### src/rtl/c17_bist_ctrl.sv
// c17_bist_ctrl: built-in self-test sequencer for the extracted c17 NAND2X1 netlist.
// Walks all 32 input vectors, holds each for SETTLE_CYCLES, samples O22/O23 and compares
// them against an internal golden c17 model. Reports pass/fail, a saturating error count
// and the index of the first failing vector.
module c17_bist_ctrl #(
    parameter int unsigned SETTLE_CYCLES = 2,
    parameter int unsigned ERR_CNT_W     = 6
) (
    input  logic                 clk,
    input  logic                 rst_n,
    input  logic                 start,
    input  logic                 abort,
    input  logic                 dut_O22,
    input  logic                 dut_O23,
    output logic                 dut_I1,
    output logic                 dut_I2,
    output logic                 dut_I3,
    output logic                 dut_I6,
    output logic                 dut_I7,
    output logic                 busy,
    output logic                 done,
    output logic                 pass,
    output logic [ERR_CNT_W-1:0] err_count,
    output logic [4:0]           first_fail_vec,
    output logic                 first_fail_valid
);

    localparam int unsigned CNT_W = (SETTLE_CYCLES > 1) ? $clog2(SETTLE_CYCLES) : 1;
    localparam logic [CNT_W-1:0] CNT_LAST = CNT_W'(SETTLE_CYCLES - 1);

    typedef enum logic [1:0] {
        StIdle,
        StSettle,
        StCheck
    } state_e;

    state_e                 state_q, state_d;
    logic [4:0]             p_q, p_d;
    logic [CNT_W-1:0]       cnt_q, cnt_d;
    logic [ERR_CNT_W-1:0]   err_q, err_d;
    logic [4:0]             ffvec_q, ffvec_d;
    logic                   ffv_q, ffv_d;
    logic                   done_q, done_d;
    logic                   pass_q, pass_d;
    logic [4:0]             drv_q, drv_d;

    logic n10, n11, n16, n19;
    logic gold_o22, gold_o23;
    logic mismatch;

    // Golden c17 model evaluated from the current vector register
    always_comb begin
        n10      = ~(p_q[4] & p_q[2]);
        n11      = ~(p_q[2] & p_q[1]);
        n16      = ~(p_q[3] & n11);
        n19      = ~(n11 & p_q[0]);
        gold_o22 = ~(n10 & n16);
        gold_o23 = ~(n16 & n19);
        mismatch = (dut_O22 != gold_o22) || (dut_O23 != gold_o23);
    end

    // Next-state logic: sequencing, comparison and result bookkeeping
    always_comb begin
        state_d = state_q;
        p_d     = p_q;
        cnt_d   = cnt_q;
        err_d   = err_q;
        ffvec_d = ffvec_q;
        ffv_d   = ffv_q;
        done_d  = done_q;
        pass_d  = pass_q;

        case (state_q)
            StIdle: begin
                // abort is meaningless while idle, so start always wins here
                if (start) begin
                    state_d = StSettle;
                    p_d     = '0;
                    cnt_d   = '0;
                    err_d   = '0;
                    ffv_d   = 1'b0;
                    done_d  = 1'b0;
                    pass_d  = 1'b0;
                end
            end
            StSettle: begin
                if (abort) begin
                    state_d = StIdle;
                end else begin
                    cnt_d = cnt_q + CNT_W'(1);
                    if (cnt_q == CNT_LAST) begin
                        state_d = StCheck;
                    end
                end
            end
            StCheck: begin
                if (abort) begin
                    state_d = StIdle;
                end else begin
                    if (mismatch) begin
                        if (err_q != '1) begin
                            err_d = err_q + ERR_CNT_W'(1);
                        end
                        if (!ffv_q) begin
                            ffvec_d = p_q;
                            ffv_d   = 1'b1;
                        end
                    end
                    if (p_q == 5'd31) begin
                        state_d = StIdle;
                        done_d  = 1'b1;
                        // Uses err_d so the last vector's result is included
                        pass_d  = (err_d == '0);
                    end else begin
                        p_d     = p_q + 5'd1;
                        cnt_d   = '0;
                        state_d = StSettle;
                    end
                end
            end
            default: begin
                state_d = StIdle;
            end
        endcase

        // Netlist inputs come straight from a register; forced to zero whenever idle
        drv_d = (state_d == StIdle) ? 5'd0 : p_d;
    end

    // State register with asynchronous active-low clear
    always_ff @(posedge clk or negedge rst_n) begin
        if (!rst_n) begin
            state_q <= StIdle;
            p_q     <= '0;
            cnt_q   <= '0;
            err_q   <= '0;
            ffvec_q <= '0;
            ffv_q   <= 1'b0;
            done_q  <= 1'b0;
            pass_q  <= 1'b0;
            drv_q   <= '0;
        end else begin
            state_q <= state_d;
            p_q     <= p_d;
            cnt_q   <= cnt_d;
            err_q   <= err_d;
            ffvec_q <= ffvec_d;
            ffv_q   <= ffv_d;
            done_q  <= done_d;
            pass_q  <= pass_d;
            drv_q   <= drv_d;
        end
    end

    assign {dut_I1, dut_I2, dut_I3, dut_I6, dut_I7} = drv_q;
    assign busy             = (state_q != StIdle);
    assign done             = done_q;
    assign pass             = pass_q;
    assign err_count        = err_q;
    assign first_fail_vec   = ffvec_q;
    assign first_fail_valid = ffv_q;

endmodule

### config.mk
export PLATFORM = sky130hd
export DESIGN_NAME = c17_bist_ctrl
export DESIGN_NICKNAME = d
export VERILOG_FILES = /design/src/rtl/c17_bist_ctrl.sv
export SDC_FILE = /design/constraint.sdc
export NUM_CORES = 1
export LEC_CHECK = 0
export CORE_MARGIN = 2
export CORE_UTILIZATION = 55
export DETAILED_ROUTE_END_ITERATION = 8
export GPL_TIMING_DRIVEN = 0
export HOLD_SLACK_MARGIN = 0.02
export PLACE_DENSITY = 0.83
export SYNTH_ARGS = -nofsm -noshare
export SYNTH_HDL_FRONTEND = slang
export SYNTH_SLANG_ARGS = --single-unit
### constraint.sdc
create_clock -name clk -period 5.3 [get_ports clk]
set_input_delay 0.795 -clock clk [delete_from_list [all_inputs] [get_ports clk]]
set_output_delay 0.795 -clock clk [all_outputs]
set_load 0.03 [all_outputs]
== Yosys cells after proc, flatten, opt, wreduce, memory -nomap -nowiden ==
Index checks and enable logic that the tools add are counted.
Storage, ports and cells
  output and inout port bits: 20
  bits in registers: 27
  input bits: 6
Operators by class
  reductions and logical operators: 12
  multiplexer cells: 32
  $add $sub $neg: 3
  bitwise operators: 14
  equality and inequality tests: 12
Operators with widths (number)
  6-bit two-way mux: 6
  5-bit two-way mux: 4
  1-bit two-way mux: 12
  2-bit inequality test, second input constant: 6
  6-bit case mux with 2 select lines: 1
  4-bit AND reduction: 3
  5-bit case mux with 2 select lines: 1
  1-bit inverter: 8
  6-bit by 1-bit adder with 6-bit output, second input constant: 1
  1-bit bitwise AND: 6
  6-bit logical NOT: 1
  2-bit two-way mux: 3
  6-bit inequality test, second input constant: 1
  1-bit case mux with 2 select lines: 3
  2-bit case mux with 3 select lines: 1
  5-bit by 1-bit adder with 5-bit output, second input constant: 1
  5-bit == test, second input constant: 1
  5-bit AND reduction: 1
  2-bit logical NOT: 2
  2-bit nonzero test: 2
  1-bit case mux with 3 select lines: 1
  3-bit AND reduction: 1
  3-bit nonzero test: 1
  2-bit by 1-bit == test with 1-bit output, second input constant: 1
  other kinds (4): 5

== Logic depth before layout (Yosys ltp) ==
Gate-level depths: netlist of run 1.
  depth after elaboration: 15
  mapped depth: 7

== Worst setup path after synthesis of run 1 ==
Ideal clock, no wire load.
  kind: flip-flop to flip-flop
  start: reg err_q[0], in the netlist err_count[0]
  end: reg pass_q, in the netlist pass
  arrival: 1.884 ns
  period minus slack after synthesis: 1.980 ns
  buffers on the path: 0
  cell stages (with the launch flop): 8
  path slack: 3.320 ns
  data required time: 5.205 ns
  cells stage by stage: dfrtp_1 ha_1 and3_1 nand3_1 a21boi_2 mux2i_1 o2111ai_1 o32ai_2
Between the ends
  longest elaborated chain between the ends: 9
  elaborated cells on any way between the ends: 10
  classes of those cells: add/sub: 1; eq/ne: 1; mux: 7; reduce/logical: 1
Ends and longest elaborated chain
  from (decl): line 40  | logic [ERR_CNT_W-1:0] err_q, err_d;
  from (signal assigned): line 146  | err_q <= err_d;
  6-bit by 1-bit adder with 6-bit output / 6-bit inequality test (equally long branches): line 102, 101
  6-bit two-way mux: line 101  | if (err_q != '1) begin
  6-bit two-way mux *: line 100  | if (mismatch) begin
  6-bit two-way mux *: line 97  | if (abort) begin
  6-bit two-way mux *: line 73  | case (state_q)
  6-bit logical NOT *: line 113  | pass_d = (err_d == '0);
  1-bit two-way mux *: line 109  | if (p_q == 5'd31) begin
  1-bit two-way mux *: line 97
  1-bit case mux with 2 select lines *: line 73
  to (signal assigned): line 150  | pass_q <= pass_d;
  to (decl): line 44  | logic pass_q, pass_d;
Mark *: on every way between the ends. The rest lies on a longest branch, timed or not. The select of a mux whose other input is x is not followed.
A chain may end at the register's enable or synchronous reset.

== Worst setup path in the final report of run 1 ==
  start: reg state_q[1]
  end: out busy
Between the ends
  longest elaborated chain between the ends: 1
Ends and longest elaborated chain
  from (decl): line 37  | state_e state_q, state_d;
  from (signal assigned): line 133  | state_q <= StIdle;
  from (signal assigned): line 143  | state_q <= state_d;
  2-bit nonzero test: line 156  | assign busy = (state_q != StIdle);
  to (decl): line 20  | output logic busy,
No other way between the ends.

==> impl_metrics.prom, run 1 <==
# TYPE chip_impl_metric gauge
chip_impl_metric{name="fin_clk_skew",unit="ps"} 2.169
chip_impl_metric{name="place.gp.congestion",unit=""} 0.8456
chip_impl_metric{name="fp.dieW",unit="um"} 55.46
chip_impl_metric{name="netlist_instances",unit=""} 138
chip_impl_metric{name="leakage_power",unit="nW"} 0.7886
chip_impl_metric{name="worstPathRequired",unit="ps"} 4510
chip_impl_metric{name="cts_made_buffers",unit=""} 3
chip_impl_info{name="leading_cell_types_in_the_layout_fill_and_taps_excluded",value="dfrtp_1, clkdlybuf4s50_1, nor2_1"} 1
chip_impl_metric{name="antenna_found_initial",unit=""} 0
chip_impl_metric{name="grt_first_pass_wirelength",unit="um"} 5168
chip_impl_metric{name="cts.htree.levels",unit=""} 1
chip_impl_metric{name="report.final.slew_viol_count",unit=""} 0
chip_impl_metric{name="setup_viol_count_final",unit=""} 0
chip_impl_metric{name="longest_individual_stage_delay_on_the_worst_path",unit="ps"} 590
chip_impl_metric{name="cts-hold-fix-buffers",unit=""} 0
chip_impl_metric{name="overflow_left_after_global_routing",unit=""} 0
chip_impl_metric{name="synth_mux_area_frac",unit=""} 0.06787
chip_impl_metric{name="detail-route-antenna-nets",unit=""} 0
chip_impl_metric{name="die_height",unit="um"} 55.46
chip_impl_metric{name="synth_simple_gate_area_share",unit=""} 0.2070
chip_impl_metric{name="power.share.combinational",unit=""} 0.319
chip_impl_info{name="clock-root-buffer",value="clkbuf_4"} 1
chip_impl_metric{name="cp_num_buf_inv",unit=""} 1
chip_impl_metric{name="drc",unit=""} 0
chip_impl_metric{name="area_growth_syn_to_layout",unit="%"} 21.31
chip_impl_metric{name="ys_ff_latch",unit=""} 27
chip_impl_metric{name="postRouteWirelength",unit="um"} 2842
chip_impl_metric{name="timing.setup.tns",unit="ps"} 0
chip_impl_info{name="worst_path_max_delay_cell",value="clkdlybuf4s50_1"} 1
chip_impl_metric{name="drv.max_cap_violation_count",unit=""} 0
chip_impl_info{name="worst_setup_path_end_kind",value="output pin"} 1
chip_impl_metric{name="first_global_vias",unit=""} 1182
chip_impl_metric{name="detail_route.iter0.violations",unit=""} 25
chip_impl_metric{name="port_buffers",unit=""} 25
chip_impl_metric{name="globalRouteMet3Util",unit=""} 0.03513
chip_impl_metric{name="p_int",unit="W"} 0.0003137
chip_impl_metric{name="wl_per_cell",unit="um"} 14.43
chip_impl_metric{name="clk_path_buf_depth",unit=""} 2
chip_impl_info{name="worstSetupPathType",value="reg2out"} 1
chip_impl_metric{name="number_of_enable_flip_flop_cells_after_synthesis",unit=""} 0
chip_impl_metric{name="asyncSetResetFlopFracSynth",unit=""} 1.000
chip_impl_info{name="globalRoute.busiestLayer",value="met2"} 1
chip_impl_metric{name="use_met1",unit=""} 0.2747
chip_impl_metric{name="fin_util",unit=""} 0.7067
chip_impl_metric{name="synthXorXnorAreaFrac",unit=""} 0.01718
chip_impl_metric{name="critPathMaxFanout",unit=""} 7
chip_impl_metric{name="drive_above_1_share",unit=""} 0.1138
chip_impl_metric{name="synth_fp_nets",unit=""} 146
chip_impl_metric{name="drt_pre_antenna_iters",unit=""} 4
chip_impl_metric{name="hold-worst-slack",unit="ps"} 457.3
chip_impl_info{name="crit_family",value="buffers and inverters"} 1
chip_impl_metric{name="clk_transition_reported_paths",unit="ps"} 150
chip_impl_metric{name="max_freq",unit="GHz"} 0.4007
chip_impl_metric{name="antenna-diode-count",unit=""} 0
chip_impl_metric{name="clock-sinks",unit=""} 27
chip_impl_metric{name="cts-resized-gates",unit=""} 0
chip_impl_metric{name="seqPwrFrac",unit=""} 0.495
chip_impl_metric{name="slew_headroom",unit=""} 0.5958
chip_impl_metric{name="dp_cells",unit=""} 193
chip_impl_metric{name="initial_core_util",unit=""} 0.5826
chip_impl_metric{name="ir_drop",unit="uV"} 331.7
chip_impl_metric{name="clk-insertion-delay-late",unit="ps"} 320
chip_impl_metric{name="grt_util_met2",unit=""} 0.3231
chip_impl_metric{name="fp-row-count",unit=""} 18
chip_impl_info{name="most_frequent_standard_cell_in_the_layout_excluding_fill_and_tap_cells",value="dfrtp_1"} 1
chip_impl_metric{name="synthesis.area_per_instance",unit="um^2"} 10.55
chip_impl_metric{name="fin_crit",unit="ps"} 2496
chip_impl_info{name="tritoncts_clock_tree",value="built"} 1
chip_impl_info{name="critPathLaunchType",value="flop"} 1
chip_impl_info{name="synth_ff_type",value="dfrtp_1"} 1
chip_impl_metric{name="synth.lib_cells_used.distinct",unit=""} 48
chip_impl_metric{name="ys_warn_count",unit=""} 0
chip_impl_info{name="grt_setup_unrepaired",value="no"} 1
chip_impl_metric{name="clockPowerShare",unit=""} 0.186
chip_impl_metric{name="hold_viol_final",unit=""} 0
chip_impl_info{name="holdCritPathClass",value="in2async"} 1
chip_impl_metric{name="switching_share",unit=""} 0.3489
chip_impl_metric{name="final_nets",unit=""} 176
chip_impl_metric{name="die_area",unit="mm^2"} 0.003076
chip_impl_info{name="synth_top_family_by_area",value="simple AND/OR/NAND/NOR gates"} 1
chip_impl_metric{name="grt_max_degree",unit=""} 28
chip_impl_metric{name="power_per_cell_area",unit="mW/mm^2"} 272.7
chip_impl_metric{name="num_vias",unit=""} 1144
chip_impl_metric{name="switching_power",unit="W"} 0.0001681
chip_impl_metric{name="routed_via_density",unit=""} 5.807
chip_impl_metric{name="post_layout_nonfiller_instances",unit=""} 197
chip_impl_metric{name="synth_fa_ha_area_frac",unit=""} 0.01718
chip_impl_info{name="path_cells",value="or2_2 -> clkdlybuf4s50_1"} 1
chip_impl_metric{name="max_slew.worst_pin.slew",unit="ps"} 606.3
chip_impl_metric{name="synth-seq-area-share",unit=""} 0.4639
chip_impl_metric{name="boundary_pin_count",unit=""} 26
chip_impl_metric{name="compound_gate_fraction_of_synth_area",unit=""} 0.1950
chip_impl_metric{name="netlist_area",unit="mm^2"} 0.001456
chip_impl_metric{name="core_region_area",unit="mm^2"} 0.002500
chip_impl_metric{name="worst_ep_arrival_time",unit="ps"} 1700
chip_impl_metric{name="fin_total_pwr",unit="W"} 0.0004818
chip_impl_metric{name="postCtsSetupRepairBufs",unit=""} 0
chip_impl_metric{name="timing.final.crit_share",unit=""} 0.4709
chip_impl_metric{name="gr-usage-all-layers",unit=""} 0.2023
chip_impl_info{name="outcome",value="finished, final reports clean"} 1
chip_impl_metric{name="hpwl",unit="um"} 2138
-- metal layers --
layer | wire, um | up-vias | share of wire
li1 | - | 561 | -
met1 | 1376 | 555 | 0.48
met2 | 1308 | 24 | 0.46
met3 | 126 | 4 | 0.044
met4 | 30 | 0 | 0.011
met5 | 0 | - | 0
-- power by group through the flow --
stage / Combinational, W / Sequential (W) / Clock [W]
floorplan: 0.0000985 / 0.000249 / 0
global placement: 0.000152 / 0.000241 / 0
detailed placement: 0.000155 / 0.000242 / 0
CTS: 0.000156 / 0.000238 / 0.0000943
global route: 0.000171 / 0.000241 / 0.000100
finish: 0.000154 / 0.000238 / 0.0000897
-- final timing paths --
check	slack, ps	cells after the start	to	startpoint
hold / removal	460	1	cnt_q	rst_n
setup reg to reg	3240	7	pass	err_count[0]
hold reg to reg	500	1	first_fail_vec[1]	first_fail_vec[1]
max in group asynchronous	4450	1	first_fail_vec[4]	rst_n
setup / recovery	2800	2	busy	state_q[1]
min in group clk	500	1	first_fail_vec[1]	first_fail_vec[1]
-- sequential cells by signal (all words and copies together), names as in the netlist --
signal and cells:
first_fail_valid 1, p_q 5, err_count 6, drv_q 5, cnt_q 1, pass 1, first_fail_vec 5, done 1
state_q 2
-- logic make-up (layout without fill, tap and decap cells) --
| logic type | after synthesis | in the layout |
|---|---|---|
| AO/OA/AOI/OAI | 35 | 35 |
| XOR/XNOR | 2 | 2 |
| adder cells (fa/ha/maj) | 2 | 2 |
| buffers and inverters | 8 | 37 |
| flip-flops | 27 | 27 |
| multiplexers | 9 | 9 |
| AND/OR/NAND/NOR | 55 | 55 |
-- synth_stat cells (all sizes together), types with 3 or more instances --
| cell type | instances | area [um^2] |
|---|---|---|
| dfrtp | 27 | 675.7 |
| nor2 | 13 | 51.30 |
| nand2 | 11 | 41.29 |
| a21oi | 10 | 61.31 |
| mux2 | 7 | 78.82 |
| nand3 | 5 | 25.02 |
| and3 | 4 | 25.02 |
| inv | 4 | 15.01 |
| nand2b | 4 | 25.02 |
| nor2b | 4 | 25.02 |
| o21ai | 4 | 20.02 |
| a21boi | 3 | 26.28 |
| and4 | 3 | 26.28 |
| buf | 3 | 27.52 |
| nor3 | 3 | 15.01 |
-- metrics by stage --
stage	setup WS (ps)	cell area, um^2
3_3_place_gp	2734	1744
3_5_place_dp	2703	1744
2_1_floorplan	3320	1456
5_1_grt	2737	1767
6_report	2804	1767
4_1_cts	2788	1772
-- layout make-up --
type,instances,area [um^2]
clock buffers,3,22.52
fillers,197,733.2
clock inverters,1,5.005
repair buffers,25,245.2
inverters,4,15.01
plain buffers,4,31.28
well taps,30,37.54
flip-flops and latches,27,675.6
multi-input cells,103,734.5
-- worst reg2reg max path: cells and delay by family, from the launching register on --
family	cells	cell delay, ps
compound gates	3	700
mux	1	210
flops	1	480
fa+ha+maj	1	320
simple gates	2	280
(Power assumes the default switching activity.)
==> run 2, diff against run 1 <==
--- a/config.mk
+++ b/config.mk
@@ -6,11 +6,11 @@
 export NUM_CORES = 1
 export LEC_CHECK = 0
 export CORE_MARGIN = 2
-export CORE_UTILIZATION = 55
+export CORE_UTILIZATION = 51
 export DETAILED_ROUTE_END_ITERATION = 8
 export GPL_TIMING_DRIVEN = 0
 export HOLD_SLACK_MARGIN = 0.02
-export PLACE_DENSITY = 0.83
+export PLACE_DENSITY = 0.78
 export SYNTH_ARGS = -nofsm -noshare
 export SYNTH_HDL_FRONTEND = slang
 export SYNTH_SLANG_ARGS = --single-unit
==> constraint.sdc (replaced) <==
create_clock -name clk -period 2.4 [get_ports clk]
set_input_delay 0.36 -clock clk [delete_from_list [all_inputs] [get_ports clk]]
set_output_delay 0.36 -clock clk [all_outputs]
set_load 0.03 [all_outputs]
==> impl_metrics.prom, run 2 (synthesis gave the netlist of run 1 again) <==
# TYPE chip_impl_metric gauge
chip_impl_info{name="critPathLaunchType",value="flop"} 1
chip_impl_metric{name="drive_above_1_share",unit=""} 0.1078
chip_impl_metric{name="boundary_pin_count",unit=""} 26
chip_impl_metric{name="initial_core_util",unit=""} 0.5327
chip_impl_info{name="worstSetupEndpoint",value="busy"} 1
chip_impl_info{name="holdCritPathClass",value="reg2reg"} 1
chip_impl_metric{name="hpwl",unit="um"} 2153
chip_impl_metric{name="timing.setup.tns",unit="ps"} 0
chip_impl_metric{name="fp-row-count",unit=""} 19
chip_impl_info{name="tritoncts_clock_tree",value="built"} 1
chip_impl_metric{name="postRouteWirelength",unit="um"} 2935
chip_impl_metric{name="detail_route.iter0.violations",unit=""} 41
chip_impl_metric{name="clk-insertion-delay-late",unit="ps"} 320
chip_impl_info{name="clock-root-buffer",value="clkbuf_4"} 1
chip_impl_metric{name="worst-r2r-cell-count",unit=""} 7
chip_impl_metric{name="antenna_found_initial",unit=""} 0
chip_impl_info{name="worstSetupPathType",value="reg2out"} 1
chip_impl_metric{name="fin_total_pwr",unit="W"} 0.001068
chip_impl_metric{name="core_region_area",unit="mm^2"} 0.002734
chip_impl_info{name="globalRoute.busiestLayer",value="met2"} 1
chip_impl_metric{name="clk_transition_reported_paths",unit="ps"} 140
chip_impl_metric{name="longest_individual_stage_delay_on_the_worst_path",unit="ps"} 590
chip_impl_metric{name="fillerInstances",unit=""} 231
chip_impl_metric{name="leakage_power",unit="nW"} 0.7886
chip_impl_metric{name="cts.htree.levels",unit=""} 1
chip_impl_metric{name="timing.final.crit_share",unit=""} 0.8604
chip_impl_metric{name="ir_drop",unit="uV"} 437.0
chip_impl_metric{name="drc",unit=""} 0
chip_impl_metric{name="cts-resized-gates",unit=""} 0
chip_impl_metric{name="report.final.slew_viol_count",unit=""} 0
chip_impl_metric{name="max_slew.worst_pin.slew",unit="ps"} 1201
chip_impl_info{name="grt_setup_unrepaired",value="no"} 1
chip_impl_info{name="worst_setup_path_startpoint",value="state_q[1]"} 1
chip_impl_metric{name="die_height",unit="um"} 57.44
chip_impl_metric{name="cts-hold-fix-buffers",unit=""} 0
chip_impl_metric{name="fin_clk_skew",unit="ps"} 2.829
chip_impl_metric{name="final_nets",unit=""} 176
chip_impl_metric{name="reg2reg_slack",unit="ps"} 350
chip_impl_metric{name="overflow_left_after_global_routing",unit=""} 0
chip_impl_metric{name="critPathMaxFanout",unit=""} 7
chip_impl_metric{name="gr-usage-all-layers",unit=""} 0.2020
chip_impl_metric{name="use_met1",unit=""} 0.2891
chip_impl_info{name="outcome",value="finished, final reports clean"} 1
chip_impl_metric{name="globalRouteMet3Util",unit=""} 0.03401
chip_impl_metric{name="grt_max_degree",unit=""} 28
chip_impl_metric{name="die_area",unit="mm^2"} 0.003299
chip_impl_metric{name="max_freq",unit="GHz"} 0.4842
chip_impl_metric{name="clock-sinks",unit=""} 27
chip_impl_metric{name="clk_path_buf_depth",unit=""} 2
chip_impl_metric{name="routed_via_density",unit=""} 5.914
chip_impl_metric{name="first_global_vias",unit=""} 1146
chip_impl_info{name="crit-reg2reg-launch",value="p_q[1]"} 1
chip_impl_info{name="leading_cell_types_in_the_layout_fill_and_taps_excluded",value="dfrtp_1, clkdlybuf4s50_1, nor2_1"} 1
chip_impl_metric{name="slew_headroom",unit=""} 0.1970
chip_impl_metric{name="antenna-diode-count",unit=""} 0
chip_impl_metric{name="largest_register_ff_count",unit=""} 6
chip_impl_metric{name="drt_pre_antenna_iters",unit=""} 4
chip_impl_metric{name="fp.dieW",unit="um"} 57.44
chip_impl_metric{name="place.gp.congestion",unit=""} 0.8057
chip_impl_info{name="worst_path_max_delay_cell",value="clkdlybuf4s50_1"} 1
chip_impl_metric{name="fin_crit",unit="ps"} 2065
chip_impl_metric{name="hold_viol_final",unit=""} 0
chip_impl_metric{name="drv.max_cap_violation_count",unit=""} 0
chip_impl_metric{name="setup_viol_count_final",unit=""} 0
chip_impl_metric{name="wl_per_cell",unit="um"} 14.82
chip_impl_info{name="path_cells",value="or2_2 -> clkdlybuf4s50_1"} 1
chip_impl_metric{name="cts_made_buffers",unit=""} 3
chip_impl_metric{name="fin_util",unit=""} 0.6485
chip_impl_metric{name="num_vias",unit=""} 1171
chip_impl_metric{name="detail-route-antenna-nets",unit=""} 0
chip_impl_metric{name="worstPathRequired",unit="ps"} 2040
chip_impl_metric{name="grt_util_met2",unit=""} 0.3133
chip_impl_metric{name="postCtsSetupRepairBufs",unit=""} 0
chip_impl_metric{name="port_buffers",unit=""} 25
chip_impl_metric{name="grt_first_pass_wirelength",unit="um"} 5257
chip_impl_metric{name="worst_ep_arrival_time",unit="ps"} 1710
chip_impl_info{name="most_frequent_standard_cell_in_the_layout_excluding_fill_and_tap_cells",value="dfrtp_1"} 1
chip_impl_info{name="worst_setup_path_end_kind",value="output pin"} 1
chip_impl_info{name="crit-reg2reg-capture",value="cnt_q"} 1
chip_impl_metric{name="area_growth_syn_to_layout",unit="%"} 21.74
chip_impl_metric{name="power_per_cell_area",unit="mW/mm^2"} 602.5
-- run 2: per-stage QoR --
stage / cells / worst slack [ps] / hold WS, ps / instance area [um^2]
CTS: 198 / 330.8 / 506.6 / 1773
detailed placement: 194 / 214.8 / 474.1 / 1745
global route: 198 / 193.9 / 524.5 / 1773
global placement: 194 / 244.3 / 465.9 / 1745
floorplan: 138 / 420.0 / 64.41 / 1456
finish: 198 / 334.9 / 501.8 / 1773
-- run 2: worst min-delay path by stage --
stage	from	to	depth (start not counted)
floorplan	rst_n	cnt_q	0
global placement	first_fail_vec[1]	first_fail_vec[1]	1
detailed placement	first_fail_vec[2]	first_fail_vec[2]	1
CTS	first_fail_vec[2]	first_fail_vec[2]	1
global route	first_fail_vec[0]	first_fail_vec[0]	1
finish	first_fail_vec[0]	first_fail_vec[0]	1
-- run 2: worst max-delay path, delay by kind of cell (launching register included) --
kind                   cells  cell delay, ps
buffers and inverters      1             590
DFF                        1             480
and+or+nand+nor            1             320
-- run 2: power by group --
| part | internal [W] | total, W | switching, W |
|---|---|---|---|
| Sequential | 0.000489 | 0.000528 | 0.0000390 |
| Clock | 0.0000624 | 0.000193 | 0.000131 |
| Combinational | 0.000142 | 0.000347 | 0.000205 |
-- run 2: layout make-up --
| cell class | count | area [um^2] | area share |
|---|---|---|---|
| Multi-Input combinational cell | 103 | 734.5 | 0.4143 |
| Sequential cell | 27 | 675.6 | 0.3811 |
| Timing Repair Buffer | 25 | 250.2 | 0.1411 |
| Tap cell | 31 | 38.79 | 0.02188 |
| Buffer | 4 | 31.28 | 0.01764 |
| Clock buffer | 3 | 22.52 | 0.01270 |
| Inverter | 4 | 15.01 | 0.008469 |
| Clock inverter | 1 | 5.005 | 0.002823 |
-- run 2: layer usage --
| metal | wire, um | vias up |
|---|---|---|
| met2 | 1363 | 50 |
| met4 | 44 | 0 |
| met1 | 1304 | 550 |
| li1 | - | 565 |
| met3 | 223 | 6 |
| met5 | 0 | - |
